File: config.mk
export PLATFORM = sky130hd
export DESIGN_NAME = exponent_align
export DESIGN_NICKNAME = d
export VERILOG_FILES = /design/src/rtl/exponent_align.sv
export SDC_FILE = /design/constraint.sdc
export NUM_CORES = 1
export LEC_CHECK = 0
export ABC_AREA = 0
export BUFFER_PORTS_ARGS = -buffer_cell sky130_fd_sc_hd__buf_4
export CAP_MARGIN = 20
export CORE_MARGIN = 2
export CORE_UTILIZATION = 54
export CTS_CLUSTER_SIZE = 20
export DETAILED_ROUTE_END_ITERATION = 8
export PLACE_DENSITY = 0.79
export REMOVE_ABC_BUFFERS = 1
export SLEW_MARGIN = 20
export SYNTH_ARGS = -nofsm -noshare
export SYNTH_HDL_FRONTEND = slang
export SYNTH_SLANG_ARGS = --single-unit
File: constraint.sdc
create_clock -name clk -period 2.34 [get_ports clk]
set_input_delay 0.468 -clock clk [delete_from_list [all_inputs] [get_ports clk]]
set_output_delay 0.468 -clock clk [all_outputs]
set_load 0.02 [all_outputs]
File: src/rtl/exponent_align.sv
// exponent_align: input-side operand alignment for the FP adder datapath.
//
// Unpacks two IEEE-754 single-precision operands and picks the one with the
// larger magnitude. The smaller operand's mantissa is then shifted right by
// the exponent difference, one bit per cycle, while guard/round/sticky bits
// are kept. The aligned pair goes to the mantissa adder over valid/ready.
//
// Ports:
//   clk, rst_n           clock (rising edge), asynchronous active-low reset
//   in_valid / in_ready  operand handshake (a, b sampled on acceptance)
//   a, b                 IEEE-754 single-precision operands
//   out_valid/out_ready  result handshake
//   exp_big              biased exponent of the larger operand (denormal -> 1)
//   mant_big             larger mantissa including the hidden bit
//   mant_small           aligned smaller mantissa {hidden, frac, G, R, S}
//   sign_big/sign_small  operand signs
//   swapped              1 when B is the larger operand
//   special              either operand has exponent 255 (Inf/NaN)
module exponent_align #(
    parameter int unsigned MAX_SHIFT = 27
) (
    input  logic        clk,
    input  logic        rst_n,
    input  logic        in_valid,
    output logic        in_ready,
    input  logic [31:0] a,
    input  logic [31:0] b,
    output logic        out_valid,
    input  logic        out_ready,
    output logic [7:0]  exp_big,
    output logic [23:0] mant_big,
    output logic [26:0] mant_small,
    output logic        sign_big,
    output logic        sign_small,
    output logic        swapped,
    output logic        special
);

    localparam int unsigned CW = $clog2(MAX_SHIFT + 1);
    localparam logic [7:0]    MAX8 = 8'(MAX_SHIFT);
    localparam logic [CW-1:0] MAXC = CW'(MAX_SHIFT);

    typedef enum logic [1:0] {
        IDLE  = 2'd0,
        SHIFT = 2'd1,
        DONE  = 2'd2
    } state_t;

    state_t        state;
    logic [CW-1:0] cnt;

    // Unpacked view of the incoming operand pair
    logic [31:0]   big_op, small_op;
    logic          swap_n;
    logic [7:0]    eexp_big_n, eexp_small_n, diff_n;
    logic          special_n, small_zero_n;
    logic [CW-1:0] n_shift;

    always_comb begin
        swap_n       = '0;
        big_op       = a;
        small_op     = b;
        eexp_big_n   = '0;
        eexp_small_n = '0;
        diff_n       = '0;
        special_n    = '0;
        small_zero_n = '0;
        n_shift      = '0;

        // Magnitude order is the order of {exp, frac} as an unsigned integer
        swap_n = (a[30:0] < b[30:0]);
        if (swap_n) begin
            big_op   = b;
            small_op = a;
        end

        eexp_big_n   = (big_op[30:23]   == 8'd0) ? 8'd1 : big_op[30:23];
        eexp_small_n = (small_op[30:23] == 8'd0) ? 8'd1 : small_op[30:23];
        diff_n       = eexp_big_n - eexp_small_n;

        special_n    = (&a[30:23]) | (&b[30:23]);
        small_zero_n = (small_op[30:0] == 31'd0);

        if (special_n || small_zero_n)
            n_shift = '0;
        else if (diff_n > MAX8)
            n_shift = MAXC;
        else
            n_shift = diff_n[CW-1:0];
    end

    always_ff @(posedge clk or negedge rst_n) begin
        if (!rst_n) begin
            state      <= IDLE;
            cnt        <= '0;
            in_ready   <= 1'b1;
            out_valid  <= 1'b0;
            exp_big    <= '0;
            mant_big   <= '0;
            mant_small <= '0;
            sign_big   <= 1'b0;
            sign_small <= 1'b0;
            swapped    <= 1'b0;
            special    <= 1'b0;
        end else begin
            case (state)
                IDLE: begin
                    if (in_valid && in_ready) begin
                        exp_big    <= eexp_big_n;
                        mant_big   <= {|big_op[30:23], big_op[22:0]};
                        mant_small <= {|small_op[30:23], small_op[22:0], 3'b000};
                        sign_big   <= big_op[31];
                        sign_small <= small_op[31];
                        swapped    <= swap_n;
                        special    <= special_n;
                        cnt        <= n_shift;
                        in_ready   <= 1'b0;
                        if (n_shift != '0) begin
                            state <= SHIFT;
                        end else begin
                            state     <= DONE;
                            out_valid <= 1'b1;
                        end
                    end
                end
                SHIFT: begin
                    // Bits leaving position 1 are OR-ed into the sticky bit
                    mant_small <= {1'b0, mant_small[26:2], mant_small[1] | mant_small[0]};
                    cnt        <= cnt - 1'b1;
                    if (cnt == CW'(1)) begin
                        state     <= DONE;
                        out_valid <= 1'b1;
                    end
                end
                DONE: begin
                    if (out_ready) begin
                        state     <= IDLE;
                        out_valid <= 1'b0;
                        in_ready  <= 1'b1;
                    end
                end
                default: begin
                    state     <= IDLE;
                    in_ready  <= 1'b1;
                    out_valid <= 1'b0;
                end
            endcase
        end
    end

endmodule

==> results of run 1 <==
## how the worst max path moves through the flow
stage	start	endpoint	slack (ns)	depth (start not counted)
floorplan	b[29]	cnt[0]	-4.03	17
global placement	a[2]	cnt[1]	-2.13	18
detailed placement	b[29]	cnt[1]	-2.20	18
CTS	a[30]	cnt[4]	-1.39	18
global route	b[28]	cnt[4]	-2.13	19
finish	b[28]	cnt[4]	-2.08	19
## sequential cells by signal, indices dropped and copies added (netlist names), 2 cells and up
signal / cells
cnt: 5
exp_big: 8
mant_big: 24
mant_small: 27
state: 2
## worst reg2reg max path, delay by kind of cell (launching register included)
kind             cells  cell delay, ns
AND/OR/NAND/NOR      4            0.99
flip-flops           1            0.47
AO/OA/AOI/OAI        2            0.71
## Yosys cell counts, drive strengths merged, types with 2 or more instances
library cell,instances,area share
nor2b,6,0.0076
xor2,2,0.0035
nand4,12,0.015
mux2i,53,0.11
a221o,4,0.0081
a21o,2,0.0030
mux2,11,0.025
nor3,6,0.0061
a22oi,23,0.035
ha,40,0.10
a31oi,2,0.0025
o21ai,66,0.067
a211oi,4,0.0081
xnor2,7,0.012
a21oi,29,0.029
inv,37,0.028
nor3b,2,0.0030
nand2b,3,0.0038
nand2,56,0.043
nor4,15,0.019
nand3,6,0.0061
nor2,25,0.019
dfrtp,71,0.36
buf,10,0.017
clkbuf,16,0.012
a22o,2,0.0035
or2,4,0.0051
o21a,3,0.0046
## layout make-up
cell class	count	area share
Multi-Input combinational cell	401	0.428
Timing Repair Buffer	263	0.278
Sequential cell	72	0.228
Inverter	37	0.0204
Tap cell	108	0.0171
Clock buffer	9	0.0156
Clock inverter	7	0.0130
## logic make-up after synthesis
kind of cell,after synthesis,synth area share
AO/OA/AOI/OAI,146,0.187
AND/OR/NAND/NOR,141,0.137
flip-flops,72,0.365
multiplexers,64,0.133
buffers and inverters,63,0.0578
adder cells (fa/ha/maj),41,0.105
XOR/XNOR,9,0.0160
## timing repair
item                                   4_1_cts  5_1_grt
pin swaps                                   34        7
setup buffers                               10       16
endpoints found under the hold margin        0        0
cloned                                       0        2
resized for setup                           85       93
setup endpoints to repair                   56       66
hold buffers                                 0        0
## metal layers
metal / track usage / wire length [µm] / up-vias
li1: - / - / 2438
met1: 0.484 / 8110 / 2882
met2: 0.625 / 10900 / 698
met3: 0.0836 / 3250 / 247
met4: 0.266 / 2130 / 0
met5: 0 / 0 / -
## power by group
group	leakage (µW)	internal, µW	switching [µW]
sequential	0.000951	1570	343
combinational	0.00281	1410	1720
clock	0.000110	612	591
total	0.00387	3590	2660
## stage by stage
stage	total power, µW	utilization
finish	6240	0.899
global route	6410	0.899
CTS	5620	0.851
detailed placement	4300	0.766
global placement	4200	0.766
floorplan	3150	-
==> impl_metrics.ini, run 1 <==
[routing]
firstDrtPassIters = 6
drtIter0Drc = 849
vias_per_cell = 6.98
drcViolationCount = 0
wl_um = 24400
ant_nets = 0
wl_per_cell_um = 27.2
via_count = 6265

[placement]
dp_slack_ns = -2.20
placed_cell_area_um2 = 6750
dp.cells = 857
io_buffer_count = 132
gp_congestion = 0.930
detailed_place_hpwl_um = 11600

[hold_path]
hp-class = in2async

[setup_path]
critical_path.endpoint_type = register
cpPeakStageDelay_ns = 0.37
r2r_start = state[1]
cp.required_ns = 2.58
cp_max_fo = 6
cp_top_family = compound AO/OA/AOI/OAI gates
cp.buffers_inverters = 6
reg2regPathDepth = 6
rr_endpoint = cnt[4]
crit_slowest_cell = a221o_1
crit_chain = buf_8 > inv_4 > ha_4 > nand4_1 > buf_4 > nor4_4 > buf_4 > a21o_4 > buf_6 > mux2_4 > ha_4 > nand4b_1 > o211ai_2 > nor3b_2 > a211o_1 > a2111oi_4 > buf_6 > nand2_1 > a221o_1
crit_arrival_ns = 4.66
reg2reg_slack_ns = 0.10
crit_type = in2reg
cp-start-kind = input port

[cells_and_area]
antenna_cells = 0
syn_to_final_growth_pct = 60.4
register_area_um2 = 1800
nets = 893
final.fill_count = 341
drive_above_1_share = 0.469
stdcell_area_um2 = 7920
final_common_cell = buf_4
mostFrequentLayoutCells = buf_4, dfrtp_1, nand2_1, mux2i_1, o21ai_0
multiInputGateArea_um2 = 3390
fin_cells = 897

[synth]
yosysWarnings = 0
synthFlopType = dfrtp_1
netlist_area_um2 = 4940
synth_edf_count = 0
ys_ff_latch = 72
yosysSeqAreaShare = 0.365
synth_cell_types = 53
syn_avg_cell_area_um2 = 9.21
synthArstFlopShare = 1.00
synth_cells = 536

[sta]
setup_tns_ns = -26.94
slew_violations = 0
finalSetupViolCount = 67
setup_slack_ns = -2.08
finalHoldViolations = 0
relSlewSlack = 0.410
rsz0062_at_grt = true
clock_skew_ns = 0.0151
period_minus_slack_ns = 4.42
clock.fmax_mhz = 226
holdWs_ns = 0.0209
tightest_slew_ns = 0.877
finalCritPeriodShare = 1.89

[cts]
cts_tree = yes
numClockSinks = 72
cts_made_buffers = 9
clock_path_buffers = 2
cts_root_buffer = clkbuf_8
clock_latency_ns = 0.37
clk_pin_slew_ns = 0.10
htree_levels = 3

[run]
cap_viol_max_count = 0

[floorplan]
initial_core_util = 0.561
die_y_um = 99.6
io_pins = 133
die_x_um = 99.6
core_um2 = 8810
die_area_um2 = 9920
row_count = 34

[power]
p_per_area_nw_per_um2 = 788
power.leakage_uw = 0.00387
peakVddDrop_v = 0.000578

[grt]
grt_overflow = 0
track_usage = 0.395
grt_max_degree = 86
antenna_found_initial = 0
first_global_vias = 5891
grt_pass1_wl_um = 30800

[run_status]
violations = setup timing
status = complete, but fails checks
(Power assumes the default switching activity.)
==> run 2, diff against run 1 <==
- GPL_TIMING_DRIVEN: not set -> 0
- clock period: 2.34 -> 4.7 ns (I/O delays scaled with it)
==> run 2 against run 1 <==
  * Sequential cell count did not move
  * Final area fell by 18%
  * Hold slack improved by 0.47 ns
  * Largest power group unchanged
  * Clock-buffer cell count rose by 1
  * Sequential share of layout area rose by 4.9 points
  * Critical path type unchanged
  * The run now ends clean
==> impl_metrics.ini, run 2 (synthesis gave the netlist of run 1 again) <==
[sta]
relSlewSlack = 0.390
clock.fmax_mhz = 220
period_minus_slack_ns = 4.56
finalHoldViolations = 0
finalCritPeriodShare = 0.969
clock_skew_ns = 0.0102
finalSetupViolCount = 0
slew_violations = 0
tightest_slew_ns = 0.914

[cells_and_area]
mostFrequentLayoutCells = buf_4, dfrtp_1, o21ai_0, nand2_1, mux2i_1
antenna_cells = 0
final_common_cell = buf_4
reg.largest.list = mant_small (27), mant_big (24), exp_big (8)
register_area_um2 = 1800
post-route-util = 0.739
nets = 779
drive_above_1_share = 0.308
stdcell_area_um2 = 6510
final.fill_count = 613
multiInputGateArea_um2 = 3030
regMostFlops = mant_small
syn_to_final_growth_pct = 31.9
largest_register_ffs = 27

[cts]
cts_tree = yes
hold_buffers = 0
clock_path_buffers = 2
clock_latency_ns = 0.36
numClockSinks = 72
cts_made_buffers = 9
clk_pin_slew_ns = 0.08
htree_levels = 3
cts_root_buffer = clkbuf_8

[setup_path]
cp_max_fo = 7
crit_arrival_ns = 4.79
cp.buffers_inverters = 6
crit_type = in2reg
critical_path.endpoint_type = register
cp_common_cell = buf_4
cpPeakStageDelay_ns = 0.39
crit_slowest_cell = mux2_2
crit_chain = buf_4 > inv_1 > ha_4 > nand4_1 > buf_4 > nor3_1 > o21ai_1 > nand3_2 > buf_4 > a21o_4 > buf_6 > mux2_2 > ha_4 > o21a_1 > o31a_2 > o221ai_2 > a211o_1 > a2111oi_4 > buf_4 > nand3_1 > a221o_1
cp-start-kind = input port
cp.required_ns = 4.94
cp_top_family = compound AO/OA/AOI/OAI gates

[placement]
placed_cell_area_um2 = 6030
io_buffer_count = 132
gp_congestion = 0.869
detailed_place_hpwl_um = 9890

[routing]
ant_nets = 0
vias_per_cell = 5.90
wl_per_cell_um = 17.5
drtIter0Drc = 269
firstDrtPassIters = 6
via_count = 4621
drcViolationCount = 0
wl_um = 13700

[grt]
grt_pass1_wl_um = 22100
grt_overflow = 0
antenna_found_initial = 0
track_usage = 0.275
first_global_vias = 4514
grt_max_degree = 79

[power]
power_frac_seq = 0.352
power.leakage_uw = 0.00324
p_int_uw = 1570
clock_power_share = 0.195
p_per_area_nw_per_um2 = 398
swShare = 0.393
share_comb_of_total_power = 0.453
switching_power_uw = 1020
peakVddDrop_v = 0.000221

[floorplan]
initial_core_util = 0.561
core_um2 = 8810
io_pins = 133
row_count = 34
die_x_um = 99.6
die_area_um2 = 9920
die_y_um = 99.6

[hold_path]
hp-class = reg2reg

[run]
cap_viol_max_count = 0

[run_status]
status = finished clean
run 2: cell types whose count changed in the layout (fill, tap and decap cells not counted), sizes merged:
cell	before	now
clkinv	2	5
clkinvlp	1	0
inv	39	37
clkbuf	10	11
bufbuf	0	1
bufinv	2	1
buf	262	147
run 2: routing by layer:
layer	vias up	routed length, µm	GRT usage
met5	-	0	0
met4	0	353	0.0991
met3	31	806	0.0478
met2	172	6500	0.445
met1	2205	6040	0.373
li1	2213	-	-
run 2: worst paths after layout:
path	cells past startpoint	endpoint	slack, ns	start
max	21	cnt[0]	0.14	b[26]
min	2	mant_big[17]	0.49	mant_big[17]
max reg2reg	6	cnt[2]	2.61	state[1]
min reg2reg	2	mant_big[17]	0.49	mant_big[17]
max in group asynchronous	1	exp_big[1]	3.40	rst_n
min in group asynchronous	1	mant_big[7]	0.70	rst_n
run 2: power groups by stage:
| stage | combinational [µW] | clock, µW | sequential, µW |
|---|---|---|---|
| finish | 1180 | 505 | 913 |
| CTS | 1140 | 507 | 912 |
| detailed placement | 1110 | 0 | 921 |
| global route | 1280 | 528 | 934 |
| global placement | 1070 | 0 | 915 |
| floorplan | 501 | 0 | 1070 |
run 2: repair_timing:
| item | 4_1_cts | 5_1_grt |
|---|---|---|
| setup buffers | 9 | 3 |
| setup endpoints to repair | 8 | 8 |
| gates resized for setup | 6 | 20 |
| pin swaps | 6 | 8 |
| cloned | 1 | 0 |
run 2: final cells by class:
type                    count  area share
multi-input cells         401       0.465
flip-flops and latches     72       0.277
repair buffers            149       0.186
inverters                  37      0.0213
clock buffers              10      0.0211
well taps                 108      0.0208
clock inverters             6     0.00903
run 2: stage by stage:
stage,setup TNS (ns),std cells,setup WS (ns),total power [µW],hold slack [ns]
2_1_floorplan,-18.21,510,-2.14,1570,0.505
3_3_place_gp,-56.92,750,-3.36,1980,0.464
3_5_place_dp,-8.69,754,-1.18,2030,0.473
4_1_cts,0,780,0.0117,2560,0.491
5_1_grt,-0.00319,783,-0.00319,2740,0.515
6_report,0,783,0.145,2590,0.488
run 2: worst min-delay path, cell delays in order (launching register included):
cell and delay (ns):
dfrtp_1 0.35, nand2_1 0.05, o21ai_0 0.06
==> run 3, diff against run 2 <==
- CORE_UTILIZATION: 54 -> 39
- PLACE_DENSITY: 0.79 -> 0.59
==> run 3 against run 2 <==
  * Clock power grew 24%
  * Sequential power grew 0.8%
  * Final area grew 1.2%
  * Die area grew 37%
  * Clock skew shrank 0.0058 ns
  * Routed wire length grew 5.2%
  * Hold slack lost 0.0091 ns
  * Global-route usage shrank 5.1 points
  * Register-to-register slack lost 0.05 ns
  * Clock-buffer cell count grew 3
  * Largest power group unchanged
  * Cell count grew 8.0%
  * Combinational power is essentially flat
==> impl_metrics.ini, run 3 (synthesis gave the netlist of run 1 again) <==
[run_status]
status = finished clean

[cts]
clock_latency_ns = 0.34
cts_made_buffers = 9
numClockSinks = 72
clock_path_buffers = 2
cts_tree = yes
cts_root_buffer = clkbuf_16
htree_levels = 3
clk_pin_slew_ns = 0.05

[cells_and_area]
register_area_um2 = 1800
final_common_cell = buf_4
largest_register_ffs = 27
regMostFlops = mant_small
syn_to_final_growth_pct = 33.4
mostFrequentLayoutCells = buf_4, dfrtp_1, o21ai_0, nand2_1, mux2i_1
stdcell_area_um2 = 6590
antenna_cells = 0
nets = 778
reg.largest.list = mant_small (27), mant_big (24), exp_big (8)
final.fill_count = 1203
drive_above_1_share = 0.295
multiInputGateArea_um2 = 2990

[floorplan]
io_pins = 133
initial_core_util = 0.396
die_y_um = 117
die_area_um2 = 13600
core_um2 = 12500
die_x_um = 117
row_count = 41

[hold_path]
whs_path_depth = 2
hp-class = reg2reg
hold_end = sign_big
hp-start = sign_big

[sta]
clock.fmax_mhz = 221
setup_slack_ns = 0.166
finalHoldViolations = 0
setup_tns_ns = 0
relSlewSlack = 0.359
tightest_slew_ns = 0.962
clock_skew_ns = 0.00440
slew_violations = 0
period_minus_slack_ns = 4.53
holdWs_ns = 0.479
finalSetupViolCount = 0
finalCritPeriodShare = 0.965

[placement]
gp_congestion = 0.845
dp_slack_ns = -1.05
placed_cell_area_um2 = 6110
detailed_place_hpwl_um = 10600
io_buffer_count = 132

[routing]
ant_nets = 0
drtIter0Drc = 208
wl_per_cell_um = 17.0
drcViolationCount = 0
via_count = 4515
vias_per_cell = 5.34
firstDrtPassIters = 4
wl_um = 14400

[power]
p_per_area_nw_per_um2 = 410
power.leakage_uw = 0.00325
peakVddDrop_v = 0.000245

[grt]
first_global_vias = 4613
grt_pass1_wl_um = 23500
grt_overflow = 0
track_usage = 0.224
grt_max_degree = 79
antenna_found_initial = 0

[setup_path]
cp_common_cell = buf_4
critical_path.endpoint_type = register
reg2regPathDepth = 6
cp_max_fo = 6
r2r_start = state[1]
cp-start-kind = input port
cp.required_ns = 4.92
crit_slowest_cell = fa_2
crit_type = in2reg
cpPeakStageDelay_ns = 0.40
rr_endpoint = cnt[2]
reg2reg_slack_ns = 2.56
crit_chain = buf_4 > inv_1 > ha_4 > nand4_1 > buf_4 > nor4_4 > buf_4 > a21oi_4 > mux2_4 > ha_2 > fa_2 > nand4b_1 > o211ai_2 > nor3b_1 > a211o_1 > a2111oi_4 > buf_4 > nand3_1 > a221o_1
crit_arrival_ns = 4.75

[run]
cap_viol_max_count = 0
==> run 3: worst max path at each step <==
stage | from | cells after the start | to
final | b[26] | 19 | cnt[1]
after floorplan | b[29] | 17 | cnt[0]
after detailed placement | b[26] | 16 | cnt[1]
after global routing | b[24] | 19 | cnt[1]
after CTS | a[29] | 18 | cnt[1]
after global placement | b[26] | 18 | cnt[1]
==> run 3: layout make-up <==
type | count | area share
tap | 172 | 0.0327
clock buffer | 13 | 0.0380
clock inverter | 3 | 0.00266
sequential | 72 | 0.274
timing repair buffer | 148 | 0.178
inverter | 37 | 0.0211
multi-input combinational | 401 | 0.453
==> run 3: power by group <==
part | switching [µW] | internal [µW] | leakage, µW
Clock | 256 | 370 | 0.000130
Sequential | 138 | 782 | 0.000951
Combinational | 636 | 519 | 0.00216
Total | 1030 | 1670 | 0.00325
==> run 3: stage by stage <==
stage               std cells  total power, µW  utilization
finish                    846             2700        0.528
global route              846             2890        0.528
CTS                       840             2720        0.519
detailed placement        818             2050        0.490
global placement          814             2020        0.481
floorplan                 510             1570            -
==> run 3: metal layers <==
| metal | wire length [µm] | vias up | global-route usage |
|---|---|---|---|
| li1 | - | 2218 | - |
| met1 | 6400 | 2165 | 0.292 |
| met2 | 6870 | 112 | 0.361 |
| met3 | 824 | 20 | 0.0576 |
| met4 | 308 | 0 | 0.0825 |
| met5 | 0 | - | 0 |
==> run 3: repair_timing <==
item | CTS | global route
endpoints found under the hold margin | 0 | 0
endpoints found under the setup margin | 8 | 8
buffers inserted | 6 | 6
hold buffers | 0 | 0
pin swaps | 4 | 7
gates resized for setup | 7 | 12
==> run 3: critical path, delay by kind of cell <==
kind | cells | cell delay, ns
and+or+nand+nor | 5 | 0.85
buffers and inverters | 5 | 0.76
muxes | 1 | 0.33
AOI/OAI and AO/OA | 5 | 1.00
adders and majority gates | 3 | 0.88
